### src/rtl/wb_stage_pkg.sv
// ---------------------------------------------------------------------------
// wb_stage_pkg
//  Shared definitions for the rysy writeback stage:
//   - default data width
//   - write-back source select codes (wb_sel)
//   - load type codes (load_type)
//   - writeback FSM state encoding
//   - load alignment check helper
//  No ports (package).
// ---------------------------------------------------------------------------
package wb_stage_pkg;

    localparam int REG_LEN_DEF = 32;

    // Write-back source select
    localparam logic [1:0] WB_ALU = 2'd0;
    localparam logic [1:0] WB_MEM = 2'd1;
    localparam logic [1:0] WB_PC4 = 2'd2;
    localparam logic [1:0] WB_IMM = 2'd3;

    // Load types (funct3 encoding of the RISC-V loads)
    localparam logic [2:0] LD_LB  = 3'd0;
    localparam logic [2:0] LD_LH  = 3'd1;
    localparam logic [2:0] LD_LW  = 3'd2;
    localparam logic [2:0] LD_LBU = 3'd4;
    localparam logic [2:0] LD_LHU = 3'd5;

    typedef enum logic [1:0] {
        ST_IDLE     = 2'd0,
        ST_WAIT_MEM = 2'd1,
        ST_WRITE    = 2'd2
    } wb_state_e;

    // Halfwords may sit at offsets 0..2 inside the fetched word (the memory
    // returns the whole aligned word, so only a halfword straddling the word
    // boundary is unreachable). Unknown load codes are treated like LW.
    function automatic logic load_misaligned(input logic [2:0] lt,
                                             input logic [1:0] off);
        logic res;
        res = 1'b0;
        case (lt)
            LD_LB, LD_LBU: res = 1'b0;
            LD_LH, LD_LHU: res = (off == 2'd3);
            default:       res = (off != 2'd0);
        endcase
        return res;
    endfunction

endpackage

### src/rtl/wb_stage_load_align.sv
// ---------------------------------------------------------------------------
// wb_stage_load_align
//  Combinational load data alignment: picks the addressed byte / halfword out
//  of the raw aligned memory word and sign- or zero-extends it to REG_LEN.
//  Ports:
//   i_mem_rdata  in  REG_LEN  raw aligned word from data memory
//   i_off        in  2        byte offset of the load (address[1:0])
//   i_load_type  in  3        LB/LH/LW/LBU/LHU code
//   o_load_val   out REG_LEN  aligned, extended write-back value
// ---------------------------------------------------------------------------
module wb_stage_load_align
    import wb_stage_pkg::*;
#(
    parameter int REG_LEN = REG_LEN_DEF
) (
    input  logic [REG_LEN-1:0] i_mem_rdata,
    input  logic [1:0]         i_off,
    input  logic [2:0]         i_load_type,
    output logic [REG_LEN-1:0] o_load_val
);

    logic [7:0]  w_bytes  [4];
    logic [15:0] w_halves [4];
    logic [7:0]  w_byte;
    logic [15:0] w_half;

    genvar gi;
    generate
        for (gi = 0; gi < 4; gi++) begin : g_lane
            assign w_bytes[gi] = i_mem_rdata[8*gi +: 8];
            if (gi < 3) begin : g_half
                assign w_halves[gi] = i_mem_rdata[8*gi +: 16];
            end else begin : g_half_top
                // Offset 3 halfword is rejected as misaligned; lane only
                // exists so the index below is always in range.
                assign w_halves[gi] = {8'h00, i_mem_rdata[31:24]};
            end
        end
    endgenerate

    assign w_byte = w_bytes[i_off];
    assign w_half = w_halves[i_off];

    always_comb begin
        o_load_val = i_mem_rdata;
        case (i_load_type)
            LD_LB:   o_load_val = {{(REG_LEN-8){w_byte[7]}}, w_byte};
            LD_LBU:  o_load_val = {{(REG_LEN-8){1'b0}}, w_byte};
            LD_LH:   o_load_val = {{(REG_LEN-16){w_half[15]}}, w_half};
            LD_LHU:  o_load_val = {{(REG_LEN-16){1'b0}}, w_half};
            default: o_load_val = i_mem_rdata;
        endcase
    end

endmodule

### src/rtl/wb_stage.sv
// ---------------------------------------------------------------------------
// wb_stage
//  Writeback stage of the rysy core. Accepts finished results from execute,
//  selects the write value (ALU, PC+4, immediate or aligned load data) and
//  drives the register file write port. Loads wait in WAIT_MEM for mem_valid
//  with a MEM_TIMEOUT cycle limit.
//  Optional feature macro: WB_FWD_EN -- exposes the pending write on fwd_*.
//  Ports:
//   clk, rst_n                 clock, async active-low reset
//   in_valid / in_ready        handshake from execute
//   rd_addr, wb_sel            destination and write-back source
//   alu_out, pc, imm           candidate values (alu_out = address for loads)
//   load_type                  load width / signedness
//   mem_rdata, mem_valid       load data return
//   rf_we, rf_waddr, rf_wdata  register file write port (one-cycle pulse)
//   stall                      freeze upstream while waiting for memory
//   err_align, err_timeout     one-cycle error pulses
//   fwd_valid/addr/data        pending write (WB_FWD_EN only)
// ---------------------------------------------------------------------------
module wb_stage
    import wb_stage_pkg::*;
#(
    parameter int REG_LEN     = REG_LEN_DEF,
    parameter int MEM_TIMEOUT = 16
) (
    input  logic               clk,
    input  logic               rst_n,
    input  logic               in_valid,
    output logic               in_ready,
    input  logic [4:0]         rd_addr,
    input  logic [1:0]         wb_sel,
    input  logic [REG_LEN-1:0] alu_out,
    input  logic [REG_LEN-1:0] pc,
    input  logic [REG_LEN-1:0] imm,
    input  logic [2:0]         load_type,
    input  logic [REG_LEN-1:0] mem_rdata,
    input  logic               mem_valid,
    output logic               rf_we,
    output logic [4:0]         rf_waddr,
    output logic [REG_LEN-1:0] rf_wdata,
    output logic               stall,
    output logic               err_align,
`ifdef WB_FWD_EN
    output logic               err_timeout,
    output logic               fwd_valid,
    output logic [4:0]         fwd_addr,
    output logic [REG_LEN-1:0] fwd_data
`else
    output logic               err_timeout
`endif
);

    localparam int CNT_W = $clog2(MEM_TIMEOUT + 1);
    localparam logic [CNT_W-1:0] CNT_LIMIT = CNT_W'(MEM_TIMEOUT);

    wb_state_e          r_state;
    logic [4:0]         r_ld_rd;
    logic [2:0]         r_ld_type;
    logic [1:0]         r_ld_off;
    logic [CNT_W-1:0]   r_cnt;
    logic               r_rf_we;
    logic [4:0]         r_rf_waddr;
    logic [REG_LEN-1:0] r_rf_wdata;
    logic               r_err_align;
    logic               r_err_timeout;

    logic [REG_LEN-1:0] w_result;
    logic [REG_LEN-1:0] w_load_val;
    logic               w_misaligned;
    logic [CNT_W-1:0]   w_cnt_next;

    // Non-load write value; pc+4 wraps naturally at REG_LEN bits.
    always_comb begin
        w_result = alu_out;
        case (wb_sel)
            WB_PC4:  w_result = pc + REG_LEN'(4);
            WB_IMM:  w_result = imm;
            default: w_result = alu_out;
        endcase
    end

    assign w_misaligned = load_misaligned(load_type, alu_out[1:0]);

    // r_cnt holds completed WAIT_MEM cycles; w_cnt_next includes the current
    // one, so the timeout pulse lands exactly MEM_TIMEOUT cycles after entry.
    assign w_cnt_next = r_cnt + 1'b1;

    wb_stage_load_align #(
        .REG_LEN(REG_LEN)
    ) u_load_align (
        .i_mem_rdata(mem_rdata),
        .i_off      (r_ld_off),
        .i_load_type(r_ld_type),
        .o_load_val (w_load_val)
    );

    always_ff @(posedge clk or negedge rst_n) begin
        if (!rst_n) begin
            r_state       <= ST_IDLE;
            r_ld_rd       <= '0;
            r_ld_type     <= '0;
            r_ld_off      <= '0;
            r_cnt         <= '0;
            r_rf_we       <= 1'b0;
            r_rf_waddr    <= '0;
            r_rf_wdata    <= '0;
            r_err_align   <= 1'b0;
            r_err_timeout <= 1'b0;
        end else begin
            // Pulses default low every cycle.
            r_rf_we       <= 1'b0;
            r_err_align   <= 1'b0;
            r_err_timeout <= 1'b0;
            case (r_state)
                ST_IDLE, ST_WRITE: begin
                    if (in_valid) begin
                        if (wb_sel != WB_MEM) begin
                            r_rf_waddr <= rd_addr;
                            r_rf_wdata <= w_result;
                            r_rf_we    <= (rd_addr != 5'd0);
                            r_state    <= ST_WRITE;
                        end else begin
                            r_ld_rd   <= rd_addr;
                            r_ld_type <= load_type;
                            r_ld_off  <= alu_out[1:0];
                            r_cnt     <= '0;
                            if (w_misaligned) begin
                                r_err_align <= 1'b1;
                                r_state     <= ST_IDLE;
                            end else begin
                                r_state <= ST_WAIT_MEM;
                            end
                        end
                    end else begin
                        r_state <= ST_IDLE;
                    end
                end
                ST_WAIT_MEM: begin
                    r_cnt <= w_cnt_next;
                    // mem_valid takes priority over the timeout check.
                    if (mem_valid) begin
                        r_rf_waddr <= r_ld_rd;
                        r_rf_wdata <= w_load_val;
                        r_rf_we    <= (r_ld_rd != 5'd0);
                        r_state    <= ST_WRITE;
                    end else if (w_cnt_next == CNT_LIMIT) begin
                        r_err_timeout <= 1'b1;
                        r_state       <= ST_IDLE;
                    end
                end
                default: r_state <= ST_IDLE;
            endcase
        end
    end

    assign in_ready    = (r_state != ST_WAIT_MEM);
    assign stall       = (r_state == ST_WAIT_MEM);
    assign rf_we       = r_rf_we;
    assign rf_waddr    = r_rf_waddr;
    assign rf_wdata    = r_rf_wdata;
    assign err_align   = r_err_align;
    assign err_timeout = r_err_timeout;

`ifdef WB_FWD_EN
    // rf_we is never high in WAIT_MEM, so fwd_valid is low there as well.
    assign fwd_valid = r_rf_we;
    assign fwd_addr  = r_rf_waddr;
    assign fwd_data  = r_rf_wdata;
`endif

endmodule

### config.mk
export PLATFORM = sky130hd
export DESIGN_NAME = wb_stage
export DESIGN_NICKNAME = d
export VERILOG_FILES = /design/src/rtl/wb_stage_pkg.sv /design/src/rtl/wb_stage_load_align.sv /design/src/rtl/wb_stage.sv
export SDC_FILE = /design/constraint.sdc
export NUM_CORES = 1
export LEC_CHECK = 0
export ABC_AREA = 1
export CORE_MARGIN = 4
export CORE_UTILIZATION = 35
export DETAILED_ROUTE_END_ITERATION = 10
export PLACE_DENSITY = 0.74
export SLEW_MARGIN = 20
export SYNTH_ARGS = -nofsm -noshare
export SYNTH_HDL_FRONTEND = slang
export SYNTH_SLANG_ARGS = --single-unit
export TNS_END_PERCENT = 100
### constraint.sdc
create_clock -name clk -period 3.6 [get_ports clk]
set_input_delay 0.72 -clock clk [delete_from_list [all_inputs] [get_ports clk]]
set_output_delay 0.72 -clock clk [all_outputs]
set_load 0.01 [all_outputs]
==> flow_metrics.py <==
metrics = {
    "clocking": {
        "holdBufCountCts": 0,
        "htree_levels": 3,
        "cts.repair.resized": 0,
        "cts_setup_buffers": 0,
        "clk_latency_ns": 0.33,
        "clk_pin_slew_ns": 0.05,
        "cts_buffers": 9,
        "cts_sinks": 57,
        "cts_tree": "built",
        "clk_path_buf_depth": 2,
        "root_buffer": "clkbuf_16",
    },
    "logic_synthesis": {
        "yosys_most_used_dff": "dfrtp_1",
        "synthCells": 761,
        "synth-async-reset-ratio": 1.00,
        "syn_nets": 905,
        "syn_area_um2": 4670,
        "ys_seq_area_frac": 0.305,
        "synthAdderAreaFrac": 0.00536,
        "synth_seq_cells": 57,
        "synth_edf_count": 0,
        "ys_warn_count": 0,
        "synth.area.mux_share": 0,
        "ys_types": 40,
        "synth_xor_xnor_area_share": 0.00375,
        "syn_area_per_cell_um2": 6.14,
        "synth_top_family_by_area": "simple AND/OR/NAND/NOR gates",
        "synth-compound-area-share": 0.154,
        "synth_simple_gate_area_frac": 0.431,
    },
    "floorplanning": {
        "die_area_um2": 15300,
        "io_pins": 184,
        "die_h_um": 124,
        "die_x_um": 124,
        "num_rows": 41,
        "core-area_um2": 12800,
        "start_util": 0.364,
    },
    "finish": {
        "layout_common_cells": "nand2_1, clkdlybuf4s50_1, inv_1, nand3_1, nor2_1",
        "area_growth_pct": 48.7,
        "final_area_um2": 6950,
        "nets": 1075,
        "antennaDiodeCount": 0,
        "final_common_cell": "nand2_1",
        "layout.core_utilization": 0.542,
        "layout-drive-gt1-share": 0.0662,
    },
    "power_and_ir_drop": {
        "p_int_mw": 1.84,
        "p_comb_frac": 0.348,
        "peakVddDrop_v": 0.000218,
        "clkPwrFrac": 0.345,
        "power.share.switching": 0.332,
        "p_sw_mw": 0.914,
        "power_frac_seq": 0.307,
        "pwr_density_cell_nw_per_um2": 397,
        "leakage_nw": 3.21,
    },
    "route": {
        "drc": 0,
        "ant_nets": 0,
        "via_per_inst": 4.98,
        "num_vias": 5522,
        "dr.pass1.iters": 5,
        "routed_wirelength_mm": 17.8,
        "first_iter_violations": 424,
        "wire_per_inst_um": 16.1,
    },
    "hold_path": {
        "hold_path_class": "primary input to async pin",
    },
    "worst_setup_path": {
        "r2r_slack_ns": 1.53,
        "crit_type": "register to output pin",
        "startpoint_type": "register",
        "cp_max_fo": 19,
        "r2r_cells": 10,
        "cp_data_required_time_ns": 2.88,
        "r2r_end": "rf_wdata[9]$_DFFE_PN0P_",
        "cp.arrival_ns": 1.72,
        "cp-end-kind": "output pin",
        "r2r-start": "r_ld_off[0]$_DFFE_PN0P_",
    },
    "sta": {
        "hold_viol": 0,
        "final.setup_skew_ns": 0.00747,
        "fmax_mhz": 410,
        "slew_headroom": 0.602,
        "period_share": 0.677,
        "tightest_slew_ns": 0.595,
        "setup_tns_ns": 0,
        "maxSlewViolCount": 0,
        "period_needed_ns": 2.44,
        "rsz0062_at_grt": "false",
        "setup_violations": 0,
        "hold_ws_ns": 0.365,
    },
    "flow_run": {
        "maxCapViolCount": 0,
    },
    "place": {
        "dpl.hpwl_mm": 14.0,
        "port_buffers": 183,
        "gp_congestion": 0.929,
        "place_area_um2": 6620,
    },
    "global_routing": {
        "grt_pass1_vias": 5239,
        "grt_usage": 0.233,
        "grt-ovfl-total": 0,
        "grt_pass1_wl_mm": 27.1,
        "grt_start_max_net_pins": 51,
        "antenna_found_initial": 0,
    },
    "status": {
        "status": "completed",
    },
}
registers in the layout, summed over array words and instances, names as in the netlist:
register,flops
r_ld_type,3
r_cnt,5
err_timeout,1
rf_we,1
r_ld_off,2
r_ld_rd,5
err_align,1
r_state,2
rf_wdata,32
rf_waddr,5
worst max-delay path, cell delays in order (launching register included):
cell	delay [ns]
dfrtp_1	0.40
inv_2	0.11
nor2_4	0.04
buf_4	0.20
inv_1	0.09
clkdlybuf4s50_1	0.55
power groups by stage:
stage | logic [mW] | clock network [mW] | registers (mW)
floorplan | 0.435 | 0 | 0.870
global placement | 0.952 | 0 | 0.853
detailed placement | 0.958 | 0 | 0.855
CTS | 0.963 | 0.956 | 0.847
global route | 1.06 | 0.988 | 0.863
finish | 0.959 | 0.950 | 0.847
stage by stage:
| stage | setup slack [ns] | std cells | total power [mW] |
|---|---|---|---|
| after floorplan | 1.74 | 761 | 1.31 |
| after global placement | 0.968 | 1092 | 1.81 |
| after detailed placement | 0.924 | 1092 | 1.81 |
| after CTS | 1.14 | 1108 | 2.77 |
| after global routing | 1.00 | 1108 | 2.91 |
| final | 1.16 | 1108 | 2.76 |
worst max-delay path by stage:
stage | slack [ns] | to | from | cells after the start
after floorplan | 1.74 | rf_wdata[26]$_DFFE_PN0P_ | pc[2] | 10
after global placement | 0.97 | rf_wdata[12]$_DFFE_PN0P_ | pc[2] | 11
after detailed placement | 0.92 | rf_wdata[12]$_DFFE_PN0P_ | pc[2] | 11
after CTS | 1.14 | in_ready | r_state[0]$_DFFE_PN0P_ | 5
after global routing | 1.00 | rf_wdata[12]$_DFFE_PN0P_ | pc[2] | 11
final | 1.16 | in_ready | r_state[0]$_DFFE_PN0P_ | 5
cell usage after synthesis (2+ instances only):
master / n / area share
a21oi_1: 22 / 0.024
a221oi_1: 21 / 0.039
a22o_1: 2 / 0.0038
a31oi_1: 5 / 0.0067
and2_1: 3 / 0.0040
buf_2: 16 / 0.017
buf_4: 3 / 0.0048
buf_6: 2 / 0.0048
clkbuf_1: 12 / 0.0096
dfrtp_1: 57 / 0.31
ha_1: 2 / 0.0054
inv_1: 70 / 0.056
inv_2: 4 / 0.0032
nand2_1: 298 / 0.24
nand2_2: 2 / 0.0027
nand2_4: 4 / 0.0096
nand3_1: 70 / 0.075
nand4_1: 4 / 0.0054
nor2_1: 69 / 0.055
nor2_2: 17 / 0.023
nor3_1: 4 / 0.0043
o211ai_1: 10 / 0.016
o21ai_0: 31 / 0.033
o21bai_1: 9 / 0.014
o22ai_1: 9 / 0.012
kinds of logic (layout without fill, tap and decap cells):
| group | Yosys count | in the layout |
|---|---|---|
| compound gates | 112 | 112 |
| xor+xnor | 2 | 2 |
| fa+ha+maj | 2 | 2 |
| buf+inv | 111 | 286 |
| flops | 57 | 57 |
| simple gates | 477 | 477 |
per-layer routing:
| metal | routed length [um] | vias up | track usage |
|---|---|---|---|
| li1 | - | 2817 | - |
| met1 | 7390 | 2469 | 0.291 |
| met2 | 8330 | 214 | 0.394 |
| met3 | 1760 | 22 | 0.0695 |
| met4 | 363 | 0 | 0.0581 |
| met5 | 0 | - | 0 |
final cells by class:
class | instances | area (um^2)
well taps | 172 | 215
repair buffers | 193 | 1900
clock inverters | 6 | 90.1
multi-input cells | 593 | 2780
fillers | 1299 | 5880
inverters | 77 | 293
clock buffers | 10 | 239
flip-flops and latches | 57 | 1430
Power figures use the tool's default switching activity.
